**config.mk**
```make
export PLATFORM = sky130hd
export DESIGN_NAME = dram_line_requester
export DESIGN_NICKNAME = d
export VERILOG_FILES = /design/src/rtl/cache_pkg.sv /design/src/rtl/dram_line_requester.sv
export SDC_FILE = /design/constraint.sdc
export NUM_CORES = 1
export LEC_CHECK = 0
export CAP_MARGIN = 40
export CORE_AREA = 4 4 256 258
export CTS_CLUSTER_SIZE = 10
export DETAILED_ROUTE_END_ITERATION = 16
export DIE_AREA = 0 0 260 262
export MAX_ROUTING_LAYER = met4
export PLACE_DENSITY = 0.55
export SYNTH_ARGS = -nofsm -noshare
export SYNTH_HDL_FRONTEND = slang
export SYNTH_SLANG_ARGS = --single-unit
```
**constraint.sdc**
```tcl
create_clock -name clk -period 5.25 [get_ports clk]
set_input_delay 1.05 -clock clk [delete_from_list [all_inputs] [get_ports clk]]
set_output_delay 1.05 -clock clk [all_outputs]
set_load 0.01 [all_outputs]
```
**src/rtl/cache_pkg.sv**
```systemverilog
// Shared types and constants for the L1-miss to DRAM-controller request path.
package cache_pkg;

  localparam int LINE_W      = 128;
  localparam int DRAM_ADDR_W = 27;

  typedef enum logic {
    DRAM_WRITE = 1'b0,
    DRAM_READ  = 1'b1
  } dram_cmd_t;

  typedef enum logic [2:0] {
    ST_IDLE,
    ST_WB_REQ,
    ST_RD_REQ,
    ST_RD_WAIT,
    ST_DONE
  } line_req_state_t;

  // A 128-bit line spans eight 16-bit DRAM app words, hence the three zero LSBs.
  function automatic logic [DRAM_ADDR_W-1:0] line_to_app_addr(input logic [DRAM_ADDR_W-4:0] line_idx);
    return {line_idx, 3'b000};
  endfunction

endpackage

```
**src/rtl/dram_line_requester.sv**
```systemverilog
// Turns one L1 line miss into an optional victim write plus a line read on the DRAM FIFO link.
// Latency: miss handshake -> req_en next cycle; rsp_en -> done_valid next cycle.
// Backpressure: requests held until req_rdy; completion held until done_ready; one transaction in flight.
module dram_line_requester
  import cache_pkg::*;
#(
  parameter int LINE_ADDR_W    = 24,
  parameter int TIMEOUT_CYCLES = 1024,
  parameter int CNT_W          = 32
) (
  input  logic                   clk,
  input  logic                   rstn,
  input  logic                   miss_valid,
  output logic                   miss_ready,
  input  logic                   miss_fill,
  input  logic                   miss_dirty,
  input  logic [LINE_ADDR_W-1:0] miss_addr,
  input  logic [LINE_ADDR_W-1:0] victim_addr,
  input  logic [LINE_W-1:0]      victim_data,
  output logic                   req_en,
  input  logic                   req_rdy,
  output logic                   req_cmd,
  output logic [DRAM_ADDR_W-1:0] req_addr,
  output logic [LINE_W-1:0]      req_data,
  input  logic                   rsp_en,
  input  logic [LINE_W-1:0]      rsp_data,
  output logic                   done_valid,
  input  logic                   done_ready,
  output logic [LINE_W-1:0]      done_data,
  output logic                   err_timeout,
  output logic                   err_spurious,
  output logic [CNT_W-1:0]       wb_count,
  output logic [CNT_W-1:0]       fill_count
);

  localparam int TO_W = $clog2(TIMEOUT_CYCLES + 1);

  if (LINE_ADDR_W + 3 != DRAM_ADDR_W) begin : g_addr_w_check
    $error("LINE_ADDR_W + 3 must equal DRAM_ADDR_W");
  end

  line_req_state_t state_q, state_d;
  logic req_en_q, req_en_d;

  logic                   cap_fill;
  logic                   cap_dirty;
  logic [LINE_ADDR_W-1:0] cap_miss_addr;
  logic [LINE_ADDR_W-1:0] cap_victim_addr;
  logic [LINE_W-1:0]      cap_victim_data;
  logic [TO_W-1:0]        to_cnt;

  logic miss_hs, req_hs, to_expire;

  assign miss_hs   = (state_q == ST_IDLE) && miss_valid;
  assign req_hs    = req_en_q && req_rdy;
  assign to_expire = (state_q == ST_RD_WAIT) && (to_cnt == TO_W'(TIMEOUT_CYCLES - 1));
  assign req_en    = req_en_q;

  always_ff @(posedge clk or negedge rstn) begin
    if (!rstn) begin
      state_q  <= ST_IDLE;
      req_en_q <= 1'b0;
    end else begin
      state_q  <= state_d;
      req_en_q <= req_en_d;
    end
  end

  // req_en_d stays low for the cycle after any acceptance, which gives the WB->RD gap.
  always_comb begin
    state_d    = state_q;
    req_en_d   = 1'b0;
    miss_ready = 1'b0;
    done_valid = 1'b0;
    req_cmd    = DRAM_WRITE;
    req_addr   = '0;
    req_data   = '0;
    case (state_q)
      ST_IDLE: begin
        miss_ready = 1'b1;
        if (miss_valid) begin
          if (miss_dirty) begin
            state_d  = ST_WB_REQ;
            req_en_d = 1'b1;
          end else if (miss_fill) begin
            state_d  = ST_RD_REQ;
            req_en_d = 1'b1;
          end else begin
            state_d  = ST_DONE;
          end
        end
      end
      ST_WB_REQ: begin
        req_cmd  = DRAM_WRITE;
        req_addr = line_to_app_addr(cap_victim_addr);
        req_data = cap_victim_data;
        if (req_hs) state_d = cap_fill ? ST_RD_REQ : ST_DONE;
        else        req_en_d = 1'b1;
      end
      ST_RD_REQ: begin
        req_cmd  = DRAM_READ;
        req_addr = line_to_app_addr(cap_miss_addr);
        if (req_hs) state_d = ST_RD_WAIT;
        else        req_en_d = 1'b1;
      end
      ST_RD_WAIT: begin
        if (rsp_en) state_d = ST_DONE;
      end
      ST_DONE: begin
        done_valid = 1'b1;
        if (done_ready) state_d = ST_IDLE;
      end
      default: state_d = ST_IDLE;
    endcase
  end

  always_ff @(posedge clk or negedge rstn) begin
    if (!rstn) begin
      cap_fill        <= 1'b0;
      cap_dirty       <= 1'b0;
      cap_miss_addr   <= '0;
      cap_victim_addr <= '0;
      cap_victim_data <= '0;
      done_data       <= '0;
      to_cnt          <= '0;
      err_timeout     <= 1'b0;
      err_spurious    <= 1'b0;
      wb_count        <= '0;
      fill_count      <= '0;
    end else begin
      if (miss_hs) begin
        cap_fill        <= miss_fill;
        cap_dirty       <= miss_dirty;
        cap_miss_addr   <= miss_addr;
        cap_victim_addr <= victim_addr;
        cap_victim_data <= victim_data;
        done_data       <= '0;
      end
      if (req_hs && state_q == ST_WB_REQ) wb_count <= wb_count + 1'b1;
      if (req_hs && state_q == ST_RD_REQ) to_cnt <= '0;
      if (state_q == ST_RD_WAIT) begin
        if (rsp_en) begin
          done_data  <= rsp_data;
          fill_count <= fill_count + 1'b1;
        end else if (to_cnt != TO_W'(TIMEOUT_CYCLES)) begin
          to_cnt <= to_cnt + 1'b1;
        end
      end else if (rsp_en) begin
        err_spurious <= 1'b1;
      end
      // A response landing on the expiry cycle is still accepted; the flag is set anyway.
      if (to_expire) err_timeout <= 1'b1;
    end
  end

endmodule

```
==> reports/metrics.yaml, run 1 <==
sta:
  rsz0062_at_grt: "false"
  slew_violations: 0
  hold_viol_final: 0
  post-route-min-period_ps: 3970
  max_slew.worst_pin.slew_ps: 920
  max_clock_freq_ghz: 0.252
  fin_crit_sh_pct: 75.7
  maxSlewHeadroom_pct: 38.7
  fin_skew_ps: 9.55
  postLayoutSetupSlackWorst_ps: 1280
  tns_ps: 0
  setup_viol: 0
cts:
  cts_setup_buffers: 0
  clock_sinks: 386
  clkTransAtPathRegs_ps: 50
  cts_tree: "done"
  cts_made_buffers: 47
  post_cts_resized: 0
  cts_hold_buffers: 0
  clk_latency_ps: 550
  cts_buffer_depth: 3
  cts-root-buf: "clkbuf_16"
  cts_htree_levels: 2
critical_path:
  critPathRequiredTime_ps: 4200
  crit_arrival_ps: 2920
  path_class: "reg -> out"
  crit_fanout: 128
  cp-start-kind: "flop"
  endpoint_kind: "output port"
route:
  vias_per_cell: 4.51
  drtIter0Drc: 747
  antenna_left: 0
  drcViolationCount: 0
  drt_wl_total_um: 58600
  vias: 13400
  wl_per_cell_um: 19.6
  first_pass_iters: 5
synthesis:
  async_reset_ff_share_pct: 100
  synth_top_area_share_pct: 57.7
  netlist_area_mm2: 0.0167
  syn-instance-count: 1482
  seq_area_frac_synth_pct: 57.7
  ys_ff_latch: 386
  synth_edf_count: 0
  syn_area_per_cell_um2: 11.3
  ys_warn_count: 0
  synth.distinct_cells: 50
  yosys-top-cells-area: "dfrtp_1 58%, mux2_1 9.4%, nand2_1 6.5%"
  yosysTopAreaCell: "dfrtp_1"
  synthFlopType: "dfrtp_1"
run_status:
  status: "finished, final reports clean"
placement:
  io_buffers: 661
  pre_cts_ws_ps: 1840
  gp_congestion: 0.848
  dpl_cell_area_mm2: 0.0241
  dp_hpwl_um: 42700
layout:
  finish.utilization_pct: 40.6
  most-common-layout-cells: "660 x clkdlybuf4s50_1, 386 x dfrtp_1, 291 x nand2_1, 140 x mux2_1"
  layout_commonest_cell: "clkdlybuf4s50_1"
  drive_gt1_share_pct: 6.09
  design_area_mm2: 0.0256
  area_growth_pct: 52.9
  finalNetCount: 2432
power_and_ir_drop:
  seqPwrFrac_pct: 37.1
  p_switching_uw: 4140
  irDropWorstVdd_mv: 0.237
  p_per_area_mw_per_mm2: 503
  p_comb_share_pct: 38.8
  p_int_uw: 8730
  p_clk_share_pct: 24.2
  swShare_pct: 32.2
  p_leak_uw: 0.0105
floorplan:
  design.die.area_mm2: 0.0681
  ios: 665
  die_h_um: 262
  core-area_mm2: 0.0630
  fp.dieW_um: 260
  fp-row-count: 92
  initial_utilization_pct: 26.6
global_routing:
  grt.total_usage_pct: 17.1
  antenna_found_initial: 3
  grt_first_pass_wirelength_um: 87700
  grt_max_degree: 129
  grt_pass1_vias: 14100
  grt-ovfl-total: 0
hold_path:
  hold_path_class: "reg -> reg"
run:
  drv_cap: 0
[state kept, by name, indices dropped and copies added (netlist names)]
name,cells
cap_fill,1
cap_miss_addr,24
cap_victim_addr,24
cap_victim_data,128
done_data,128
err_spurious,1
err_timeout,1
fill_count,32
req_en,1
state_q,3
to_cnt,11
wb_count,32
[cells by family (layout without fill, tap and decap cells)]
kind of cell | after synthesis | after routing | share of synthesized area, %
other cells | 1 | 6 | 0.0224
xor+xnor | 64 | 64 | 3.35
buf+inv | 111 | 763 | 3.64
mux | 180 | 180 | 12.1
flops | 386 | 386 | 57.7
simple gates | 561 | 561 | 16.7
compound gates | 175 | 175 | 6.13
fa+ha+maj | 4 | 4 | 0.299
[critical path, stage by stage (launching register included)]
cell and delay (ps):
dfrtp_1 700, nor3b_4 350, buf_12 320, and2_1 220, clkdlybuf4s50_1 600
[synthesized netlist by cell type, types with 2 or more instances]
library cell	n
dfrtp_1	386
mux2_2	38
a22o_1	24
nor3_1	17
buf_2	37
inv_1	12
nor2b_1	2
buf_6	17
mux2_1	140
xnor2_1	44
a211oi_1	3
o21ai_0	132
nor4_1	5
clkbuf_1	40
a21oi_1	3
and3_1	13
xor2_1	20
mux2i_1	2
ha_1	4
or4b_1	2
nor3b_2	2
o31ai_1	3
buf_4	5
a21o_1	2
and2_1	133
nor2_1	11
o211ai_1	2
o21ai_1	2
and4_1	10
nand4_1	30
nand2_1	291
nand4b_1	3
nand3_1	30
[power by group through the flow]
| stage | clock [uW] | sequential (uW) | combinational, uW |
|---|---|---|---|
| 3_3_place_gp | 0 | 4770 | 5040 |
| 4_1_cts | 3240 | 4790 | 5110 |
| 2_1_floorplan | 0 | 4810 | 2210 |
| 6_report | 3110 | 4770 | 4990 |
| 3_5_place_dp | 0 | 4810 | 5080 |
| 5_1_grt | 3350 | 4940 | 5420 |
[routing by layer]
| metal | wire length [um] | global-route usage [%] | up-vias | share of wire [%] |
|---|---|---|---|---|
| met5 | 0 | - | - | 0 |
| met4 | 1850 | 5.64 | 0 | 3.2 |
| met3 | 4290 | 4.84 | 93 | 7.3 |
| met2 | 30200 | 29.0 | 440 | 52 |
| met1 | 22200 | 19.6 | 6660 | 38 |
| li1 | - | - | 6255 | - |
[worst paths after layout]
check,from,endpoint,slack [ps],cells after the start
max reg2reg,state_q[0],wb_count[28],2480,5
min,err_spurious,err_spurious,460,1
min reg2reg,err_spurious,err_spurious,460,1
max in group asynchronous,rstn,cap_victim_data[40],3490,2
min in group asynchronous,rstn,cap_victim_data[97],560,1
max,state_q[0],req_data[13],1280,4
[stage by stage]
step	power, uW	hold WS, ps	cells
floorplan	7010	449	1484
global placement	9810	443	2913
finish	12900	462	2985
CTS	13100	467	2982
detailed placement	9900	451	2913
global route	13700	490	2985
[layout make-up]
cell class / count / area (um2)
clock inverter: 2 / 60.1
multi-input combinational: 987 / 6480
timing repair buffer: 682 / 6890
fill: 6122 / 37400
tap: 846 / 1060
sequential: 386 / 9660
antenna: 3 / 7.51
clock buffer: 67 / 1370
inverter: 12 / 45.0
(Power assumes the default switching activity.)
==> run 2, diff against run 1 <==
==> constraint.sdc (replaced) <==
create_clock -name clk -period 3.9 [get_ports clk]
set_input_delay 0.78 -clock clk [delete_from_list [all_inputs] [get_ports clk]]
set_output_delay 0.78 -clock clk [all_outputs]
set_load 0.01 [all_outputs]
==> reports/metrics.yaml, run 2 (synthesis results as in run 1) <==
placement:
  pre_cts_ws_ps: 802  # was 1840 ps
  io_buffers: 661  # unchanged
  gp_congestion: 0.840  # was 0.848
  dpl_cell_area_mm2: 0.0242  # was 0.0241 mm2
  dp_hpwl_um: 43400  # was 42,700 um
sta:
  hold_viol_final: 0  # unchanged
  rsz0062_at_grt: "false"  # unchanged
  tns_ps: 0  # unchanged
  fin_crit_sh_pct: 95.5
  setup_viol: 0  # unchanged
  maxSlewHeadroom_pct: 50.6  # was 38.7%
  max_clock_freq_ghz: 0.268
  postLayoutSetupSlackWorst_ps: 175  # was 1280 ps
  slew_violations: 0  # unchanged
  max_slew.worst_pin.slew_ps: 741  # was 920 ps
  post-route-min-period_ps: 3730
  fin_skew_ps: 12.2  # was 9.55 ps
route:
  vias: 13500  # was 13,400
  drt_wl_total_um: 59500  # was 58,600 um
  drcViolationCount: 0  # unchanged
  vias_per_cell: 4.50  # was 4.51
  first_pass_iters: 5  # unchanged
  wl_per_cell_um: 19.8  # was 19.6 um
  antenna_left: 0  # unchanged
  drtIter0Drc: 678  # was 747
cts:
  cts-root-buf: "clkbuf_16"  # unchanged
  post_cts_resized: 0  # unchanged
  cts_made_buffers: 47  # unchanged
  cts_hold_buffers: 0  # unchanged
  cts_setup_buffers: 0  # unchanged
  clkTransAtPathRegs_ps: 60  # was 50 ps
  cts_buffer_depth: 3  # unchanged
  cts_tree: "done"  # unchanged
  cts_htree_levels: 2  # unchanged
  clk_latency_ps: 560  # was 550 ps
  clock_sinks: 386  # unchanged
layout:
  multi_input_area_mm2: 0.00648  # unchanged
  final-seq-area_mm2: 0.00966  # unchanged
  fillers: 6068  # was 6,122
  largestRegisters: "cap_victim_data: 128 flops, done_data: 128 flops"  # unchanged
  layout_commonest_cell: "clkdlybuf4s50_1"  # unchanged
  most-common-layout-cells: "660 x clkdlybuf4s50_1, 386 x dfrtp_1, 291 x nand2_1, 140 x mux2_1"  # unchanged
  drive_gt1_share_pct: 6.25  # was 6.09%
  area_growth_pct: 53.0  # was 52.9%
  design_area_mm2: 0.0256  # about the same
  finalNetCount: 2439  # was 2,432
  finish.utilization_pct: 40.6  # about the same
floorplan:
  ios: 665  # unchanged
  core-area_mm2: 0.0630  # unchanged
  die_h_um: 262  # unchanged
  design.die.area_mm2: 0.0681  # unchanged
  fp-row-count: 92  # unchanged
  fp.dieW_um: 260  # unchanged
  initial_utilization_pct: 26.6  # unchanged
power_and_ir_drop:
  p_comb_share_pct: 39.1  # was 38.8%
  total_power_uw: 17100  # was 12,900 uW
  p_per_area_mw_per_mm2: 670  # was 503 mW/mm2
  p_switching_uw: 5590  # was 4140 uW
  p_leak_uw: 0.0105  # about the same
  p_clk_share_pct: 23.1  # was 24.2%
  seqPwrFrac_pct: 37.8  # was 37.1%
  swShare_pct: 32.6  # was 32.2%
  p_int_uw: 11500  # was 8730 uW
  irDropWorstVdd_mv: 0.346  # was 0.237 mV
critical_path:
  slowest_stage: "dfrtp_1"  # unchanged
  critPathRequiredTime_ps: 3120  # was 4200 ps
  endpoint_kind: "output port"  # unchanged
  crit_family: "buffers and inverters"  # unchanged
  cp-start-kind: "flop"  # unchanged
  critPathBufInv: 2  # unchanged
  crit_arrival_ps: 2950  # was 2920 ps
  slowest_delay_ps: 700  # about the same
  path_class: "reg -> out"  # unchanged
  crit_fanout: 128  # unchanged
  crit_chain: "nor3b_4 -> buf_12 -> and2_1 -> clkdlybuf4s50_1"  # unchanged
global_routing:
  antenna_found_initial: 8  # was 3
  grt_first_pass_wirelength_um: 88900  # was 87,700 um
  grt_max_degree: 129  # unchanged
  grt.total_usage_pct: 17.2  # was 17.1%
  grt-ovfl-total: 0  # unchanged
  grt_pass1_vias: 14500  # was 14,100
run:
  drv_cap: 0  # unchanged
hold_path:
  hold_path_class: "in -> async"  # was reg -> reg
run_status:
  status: "finished, final reports clean"  # unchanged
==> run 2: worst register-to-register path: cells and delay by family, from the launching register on <==
| family | cells | cell delay (ps) |
|---|---|---|
| buffers and inverters | 1 | 300 |
| XOR/XNOR | 1 | 190 |
| AND/OR/NAND/NOR | 3 | 1480 |
| flip-flops | 1 | 700 |
==> run 2: cell type report <==
class | count | share of cell area [%]
multi-input cells | 987 | 25.3
well taps | 846 | 4.14
repair buffers | 689 | 27.3
flip-flops and latches | 386 | 37.8
diodes | 9 | 0.0880
inverters | 12 | 0.176
clock inverters | 4 | 0.0880
clock buffers | 66 | 5.16
==> run 2: metal layers <==
layer / track usage (%) / part of all wire (%) / vias up / wire length (um)
met1: 19.6 / 38 / 6672 / 22800
li1: - / - / 6290 / -
met4: 5.71 / 3.2 / 0 / 1930
met3: 4.80 / 7.0 / 105 / 4180
met2: 29.5 / 51 / 438 / 30600
met5: - / 0 / - / 0
==> run 2: path summary, 6_finish.rpt <==
kind | cells after the start | to | slack [ps] | startpoint
max | 4 | req_data[32] | 170 | state_q[0]
min | 1 | cap_victim_data[87] | 200 | rstn
max reg2reg | 5 | wb_count[26] | 1160 | state_q[0]
min reg2reg | 1 | err_spurious | 460 | err_spurious
max in group asynchronous | 2 | cap_victim_data[118] | 2600 | rstn
min in group clk | 1 | err_spurious | 460 | err_spurious
==> run 2: power by group through the flow <==
stage               sequential [uW]  clock [uW]  combinational (uW)
finish                         6480        3960                6700
global route                   6690        4290                7260
CTS                            6510        4130                6840
detailed placement             6540           0                6820
global placement               6500           0                6740
floorplan                      6470           0                2970
==> run 2: per-stage QoR <==
step	instances	hold slack, ps
after floorplan	1484	449
after global placement	2919	443
after detailed placement	2920	448
after CTS	2990	218
after global routing	2998	225
final	2999	196
